### config.mk
export PLATFORM = sky130hd
export DESIGN_NAME = multicycle_sequencer_flat
export DESIGN_NICKNAME = d
export VERILOG_FILES = /design/src/rtl/multicycle_sequencer_if.sv /design/src/rtl/multicycle_sequencer.sv /design/src/flat_wrapper.sv
export SDC_FILE = /design/constraint.sdc
export NUM_CORES = 1
export LEC_CHECK = 0
export BUFFER_PORTS_ARGS = -buffer_cell sky130_fd_sc_hd__buf_2
export CELL_PAD_IN_SITES_DETAIL_PLACEMENT = 1
export CELL_PAD_IN_SITES_GLOBAL_PLACEMENT = 1
export CORE_UTILIZATION = 42
export CTS_CLUSTER_SIZE = 10
export DETAILED_ROUTE_END_ITERATION = 10
export PLACE_DENSITY = 0.85
export SLEW_MARGIN = 25
export SYNTH_ARGS = -nofsm -noshare
export SYNTH_HDL_FRONTEND = slang
export SYNTH_SLANG_ARGS = --single-unit
### constraint.sdc
create_clock -name clk -period 3.6 [get_ports clk]
set_input_delay 0.18 -clock clk [delete_from_list [all_inputs] [get_ports clk]]
set_output_delay 0.18 -clock clk [all_outputs]
set_load 0.02 [all_outputs]
### src/rtl/multicycle_sequencer_if.sv
// multicycle_sequencer_if: memory handshake and datapath control bundle for the sequencer
interface multicycle_sequencer_if;
    logic       start;
    logic       stop;
    logic [2:0] opcode;
    logic       imem_ready;
    logic       dmem_ready;
    logic       imem_req;
    logic       ir_write;
    logic       pc_write;
    logic       register_write;
    logic       memory_to_register;
    logic [2:0] aluop;
    logic       alusrc;
    logic       memread;
    logic       memwrite;
    logic [7:0] instr_count;
    logic       fault;
    logic [2:0] state;
    modport master (
        output start, stop, opcode, imem_ready, dmem_ready,
        input  imem_req, ir_write, pc_write, register_write, memory_to_register,
        input  aluop, alusrc, memread, memwrite, instr_count, fault, state
    );
    modport slave (
        input  start, stop, opcode, imem_ready, dmem_ready,
        output imem_req, ir_write, pc_write, register_write, memory_to_register,
        output aluop, alusrc, memread, memwrite, instr_count, fault, state
    );
endinterface

### src/rtl/multicycle_sequencer.sv
// multicycle_sequencer: fetch/decode/exec/mem/wb control FSM with retire counter and sticky fault
module multicycle_sequencer #(
    parameter int MEM_TIMEOUT = 15
) (
    input logic                   clk,
    input logic                   rst,
    multicycle_sequencer_if.slave bus
);
    typedef enum logic [2:0] {
        IDLE   = 3'd0,
        FETCH  = 3'd1,
        DECODE = 3'd2,
        EXEC   = 3'd3,
        MEM    = 3'd4,
        WB     = 3'd5,
        FAULT  = 3'd6
    } state_t;
    localparam logic [2:0] OP_ADD = 3'b000;
    localparam logic [2:0] OP_LW  = 3'b110;
    localparam logic [2:0] OP_SW  = 3'b101;
    state_t     state_q, state_d;
    logic [2:0] op_q, op_d;
    logic [7:0] cnt_q, cnt_d, wait_q, wait_d;
    logic       ready, timeout, retire, act, is_lw, is_sw;
    state_t     after_retire;
    assign is_lw        = op_q == OP_LW;
    assign is_sw        = op_q == OP_SW;
    assign ready        = state_q == MEM ? bus.dmem_ready : bus.imem_ready;
    assign timeout      = !ready && wait_q == 8'(MEM_TIMEOUT - 1);
    assign retire       = state_q == WB || (state_q == MEM && bus.dmem_ready && is_sw);
    assign after_retire = bus.stop ? IDLE : FETCH;
    assign cnt_d        = cnt_q + {7'd0, retire};
    // Counter only runs while stalled; any exit from FETCH/MEM leaves it cleared for the next entry
    assign wait_d       = ((state_q == FETCH || state_q == MEM) && !ready) ? wait_q + 8'd1 : 8'd0;
    always_comb begin
        state_d = state_q;
        op_d    = op_q;
        case (state_q)
            IDLE:    state_d = bus.start ? FETCH : IDLE;
            FETCH:   state_d = bus.imem_ready ? DECODE : timeout ? FAULT : FETCH;
            DECODE: begin
                op_d    = bus.opcode;
                state_d = (bus.opcode[2] || bus.opcode == OP_ADD) ? EXEC : FAULT;
            end
            EXEC:    state_d = (is_lw || is_sw) ? MEM : WB;
            MEM:     state_d = bus.dmem_ready ? (is_lw ? WB : after_retire) : timeout ? FAULT : MEM;
            WB:      state_d = after_retire;
            default: state_d = FAULT;
        endcase
    end
    always_ff @(posedge clk or posedge rst) begin
        if (rst) begin
            state_q <= IDLE;
            op_q    <= 3'b000;
            cnt_q   <= 8'd0;
            wait_q  <= 8'd0;
        end else begin
            state_q <= state_d;
            op_q    <= op_d;
            cnt_q   <= cnt_d;
            wait_q  <= wait_d;
        end
    end
    assign act                    = state_q == EXEC || state_q == MEM || state_q == WB;
    assign bus.imem_req           = state_q == FETCH;
    assign bus.ir_write           = state_q == FETCH && bus.imem_ready;
    assign bus.pc_write           = state_q == FETCH && bus.imem_ready;
    assign bus.register_write     = state_q == WB;
    assign bus.memory_to_register = state_q == WB && is_lw;
    assign bus.aluop              = act ? op_q : 3'b000;
    assign bus.alusrc             = act && (op_q == OP_ADD || is_lw || is_sw);
    assign bus.memread            = state_q == MEM && is_lw;
    assign bus.memwrite           = state_q == MEM && is_sw;
    assign bus.instr_count        = cnt_q;
    assign bus.fault              = state_q == FAULT;
    assign bus.state              = state_q;
endmodule

### src/flat_wrapper.sv
// flat-port wrapper written by rule: the top's interface ports become plain ports
module multicycle_sequencer_flat 
#(
    parameter int MEM_TIMEOUT = 15
)
  (clk, rst, bus_start, bus_stop, bus_opcode, bus_imem_ready, bus_dmem_ready, bus_imem_req, bus_ir_write, bus_pc_write, bus_register_write, bus_memory_to_register, bus_aluop, bus_alusrc, bus_memread, bus_memwrite, bus_instr_count, bus_fault, bus_state);
  multicycle_sequencer_if bus_i ();
  input logic clk;
  input logic rst;
  input wire logic [$bits(bus_i.start)-1:0] bus_start;
  input wire logic [$bits(bus_i.stop)-1:0] bus_stop;
  input wire logic [$bits(bus_i.opcode)-1:0] bus_opcode;
  input wire logic [$bits(bus_i.imem_ready)-1:0] bus_imem_ready;
  input wire logic [$bits(bus_i.dmem_ready)-1:0] bus_dmem_ready;
  output wire logic [$bits(bus_i.imem_req)-1:0] bus_imem_req;
  output wire logic [$bits(bus_i.ir_write)-1:0] bus_ir_write;
  output wire logic [$bits(bus_i.pc_write)-1:0] bus_pc_write;
  output wire logic [$bits(bus_i.register_write)-1:0] bus_register_write;
  output wire logic [$bits(bus_i.memory_to_register)-1:0] bus_memory_to_register;
  output wire logic [$bits(bus_i.aluop)-1:0] bus_aluop;
  output wire logic [$bits(bus_i.alusrc)-1:0] bus_alusrc;
  output wire logic [$bits(bus_i.memread)-1:0] bus_memread;
  output wire logic [$bits(bus_i.memwrite)-1:0] bus_memwrite;
  output wire logic [$bits(bus_i.instr_count)-1:0] bus_instr_count;
  output wire logic [$bits(bus_i.fault)-1:0] bus_fault;
  output wire logic [$bits(bus_i.state)-1:0] bus_state;
  assign bus_i.start = bus_start;
  assign bus_i.stop = bus_stop;
  assign bus_i.opcode = bus_opcode;
  assign bus_i.imem_ready = bus_imem_ready;
  assign bus_i.dmem_ready = bus_dmem_ready;
  assign bus_imem_req = bus_i.imem_req;
  assign bus_ir_write = bus_i.ir_write;
  assign bus_pc_write = bus_i.pc_write;
  assign bus_register_write = bus_i.register_write;
  assign bus_memory_to_register = bus_i.memory_to_register;
  assign bus_aluop = bus_i.aluop;
  assign bus_alusrc = bus_i.alusrc;
  assign bus_memread = bus_i.memread;
  assign bus_memwrite = bus_i.memwrite;
  assign bus_instr_count = bus_i.instr_count;
  assign bus_fault = bus_i.fault;
  assign bus_state = bus_i.state;
  multicycle_sequencer #(.MEM_TIMEOUT(MEM_TIMEOUT)) u_core (.clk(clk), .rst(rst), .bus(bus_i));
endmodule
==> metrics.cfg <==
[run_status]
status=completed

[global_routing]
grt_start_max_net_pins=23
grt_antenna_before_repair=0
grt_pass1_vias=1039
globalRouteTotalUtil_pct=20.4
grt_pass1_wl_mm=5.01
grt.overflow.total=0

[finish]
layout.cells.most_common=sky130_fd_sc_hd__buf_2
postLayoutCellArea_um2=1420
diodes=0
area.growth.synth_to_final_pct=18.9
post_route_cells_drive_above_1_share_pct=28.2
fin_nets=163
fillers=309
final_util_pct=54.7
leading_cell_types_in_the_layout_fill_and_taps_excluded=sky130_fd_sc_hd__buf_2 (31), sky130_fd_sc_hd__dfrtp_1 (22), sky130_fd_sc_hd__nor2_1 (13), sky130_fd_sc_hd__xor2_1 (8), sky130_fd_sc_hd__and2_1 (7)

[timing]
worst_pin_slew_ns=0.826
grt_setup_unrepaired=false
final_min_period_over_clock_period_pct=55.4
max_freq_mhz=501
worst_clock_skew_ns=0.0135
finalSetupViolCount=0
finalHoldViolCount=0
timing.final.ws_setup_ns=1.60
final-max-slew-violation-count=0
finalWorstPathRequiredPeriod_ns=2.00
finalSetupTns_ns=0
worst_slew_margin_rel_pct=44.9

[setup_path]
crit_chain=nand2b_1 > a21oi_1 > ha_1 > ha_1 > and3_1 > nand3_1 > xnor2_1
worst_path_largest_cell_delay_ns=0.52
crit_arrival_ns=2.21
worstSetupStartpoint=u_core.bus.state[1]
critPathCaptureType=flip-flop
worst_r2r_startpoint=u_core.bus.state[1]
crit_start_category=flip-flop
crit_fanout=12
critical_path_required_ns=3.81
timing.critical_path.mode_cell=sky130_fd_sc_hd__ha_1
cpMaxStageDelayCell=sky130_fd_sc_hd__dfrtp_1
worstSetupPathType=reg -> reg

[place]
detailedPlacementHpwl_mm=2.14
place_worst_setup_slack_ns=1.58
placement.io_buffers=31
place_area_um2=1370
placer_congestion=0.768

[synth]
fraction_of_synthesized_area_in_multiplexers_pct=2.83
yosysUniqueCellTypes=31
seq_area_frac_synth_pct=46.2
postSynthNetCount=131
synth_edf_count=0
synth.cell_area_um2=1190
syn_area_per_cell_um2=10.1
fraction_of_the_mapped_netlist_area_in_simple_logic_gates_pct=25.5
yosys_warnings=0
synth_adder_area_share_pct=4.20
synth_ff_type=sky130_fd_sc_hd__dfrtp_1
synth_seq_cells=22
dominant_combinational_cell_family_by_area_after_synthesis=simple AND/OR/NAND/NOR gates
synth_compound_gate_area_share_pct=8.08
post_synth_inst_count=118
share_of_synthesized_flip_flops_with_an_asynchronous_set_or_reset_pct=100
post_synth_xor_area_fraction_pct=10.3

[clock_network]
clock-root-buffer=sky130_fd_sc_hd__clkbuf_4
clk_latency_ns=0.31
cts.repair.resized=0
cts_hold_repair.buffers=0
cts.repair_timing.setup_buffer_count=0
clock_tree.buffer_depth=2
clock_tree_from_tritoncts=yes
ctsHtreeMaxLevel=1
path_clk_slew_ns=0.13
numClockSinks=22
tritoncts.num_buffers=3

[min_path]
min-delay-path-class=in -> async

[die]
dieArea_um2=3060
core_area_um2=2590
placementRows=18
ioPinCount=32
die_h_um=55.3
die_w_um=55.3
start_util_pct=46.0

[detailed_routing]
num_vias=975
drc_errors=0
drt_iter0_drc=17
antenna_violating_nets_post_route=0
route.detailed.wl_per_inst_um=15.5
detail_route.vias_per_cell=5.45
postRouteWirelength_mm=2.77
firstDrtPassIters=4

[power_and_ir_drop]
power-per-cell-area_nw_per_um2=737
ir_drop_v=0.000362
total_leakage_power_nw=0.698

[flow_run]
drv_cap=0

-- registers in the layout, indices dropped and copies added, names as in the netlist --
signal and count:
u_core.op_q 3, u_core.bus.state 3, u_core.bus.instr_count 8, u_core.wait_q 8
-- worst max-delay path, delay by kind of cell (launching register included) --
kind | cells | cell delay, ns
compound gates | 1 | 0.21
xor+xnor | 1 | 0.14
fa+ha+maj | 2 | 0.44
flops | 1 | 0.52
simple gates | 3 | 0.61
-- path summary, 6_finish.rpt --
kind                                                  end  depth (start not counted)  slack, ns
min in group clk                           u_core.op_q[0]                          2       0.11
worst min-delay path                     u_core.wait_q[0]                          2      0.005
worst min register to register  u_core.bus.instr_count[7]                          1       0.49
worst max register to register  u_core.bus.instr_count[6]                          7       1.60
max in group asynchronous                u_core.wait_q[6]                          2       3.07
worst max-delay path            u_core.bus.instr_count[6]                          7       1.60
-- layout make-up --
class	count	area, um^2	area share, %
clock inverters	1	30.0	2.12
repair buffers	31	155	10.9
flip-flops and latches	22	551	38.8
clock buffers	3	22.5	1.59
multi-input cells	88	607	42.8
well taps	30	37.5	2.65
inverters	4	15.0	1.06
-- cell families (layout without fill, tap and decap cells) --
kind of cell | count (synthesis) | after routing
buf+inv | 8 | 39
fa+ha+maj | 4 | 4
compound gates | 13 | 13
simple gates | 54 | 54
xor+xnor | 14 | 14
flops | 22 | 22
mux | 3 | 3
-- synthesized netlist by cell type, types with 2 or more instances --
master,count,area share [%]
sky130_fd_sc_hd__xor2_1,8,5.9
sky130_fd_sc_hd__nand2b_1,4,2.1
sky130_fd_sc_hd__a21oi_1,3,1.3
sky130_fd_sc_hd__nand4b_1,2,1.5
sky130_fd_sc_hd__o21ai_0,4,1.7
sky130_fd_sc_hd__ha_1,4,4.2
sky130_fd_sc_hd__nor2_1,13,4.1
sky130_fd_sc_hd__nand4_1,5,2.6
sky130_fd_sc_hd__nand3_1,4,1.7
sky130_fd_sc_hd__and2_1,7,3.7
sky130_fd_sc_hd__nand2_1,5,1.6
sky130_fd_sc_hd__xnor2_1,6,4.4
sky130_fd_sc_hd__nand3b_1,5,3.1
sky130_fd_sc_hd__mux2_2,3,2.8
sky130_fd_sc_hd__clkbuf_1,2,0.63
sky130_fd_sc_hd__o211ai_1,2,1.3
sky130_fd_sc_hd__nor3_1,3,1.3
sky130_fd_sc_hd__inv_1,4,1.3
sky130_fd_sc_hd__dfrtp_1,22,46
-- layer usage --
layer  GRT usage [%]  vias to the layer above  wire length [um]
met4            8.57                        0                29
met1            26.7                      484              1270
met5               0                        -                 0
met2            33.2                       18              1380
met3            3.51                        4                87
li1                -                      469                 -
-- power breakdown --
group	switching [mW]	leakage, nW	internal (mW)
Combinational	0.266	0.380	0.177
Clock	0.0763	0.0279	0.113
Sequential	0.106	0.290	0.308
-- per-stage QoR --
step / total power, mW / hold slack (ns) / cells
finish: 1.05 / 0.00507 / 179
global route: 1.12 / 0.0873 / 179
CTS: 1.05 / 0.0285 / 179
detailed placement: 0.862 / 0.382 / 175
global placement: 0.835 / 0.363 / 175
floorplan: 0.717 / 0.169 / 118
Note: power is estimated with default switching activity, not from simulation.
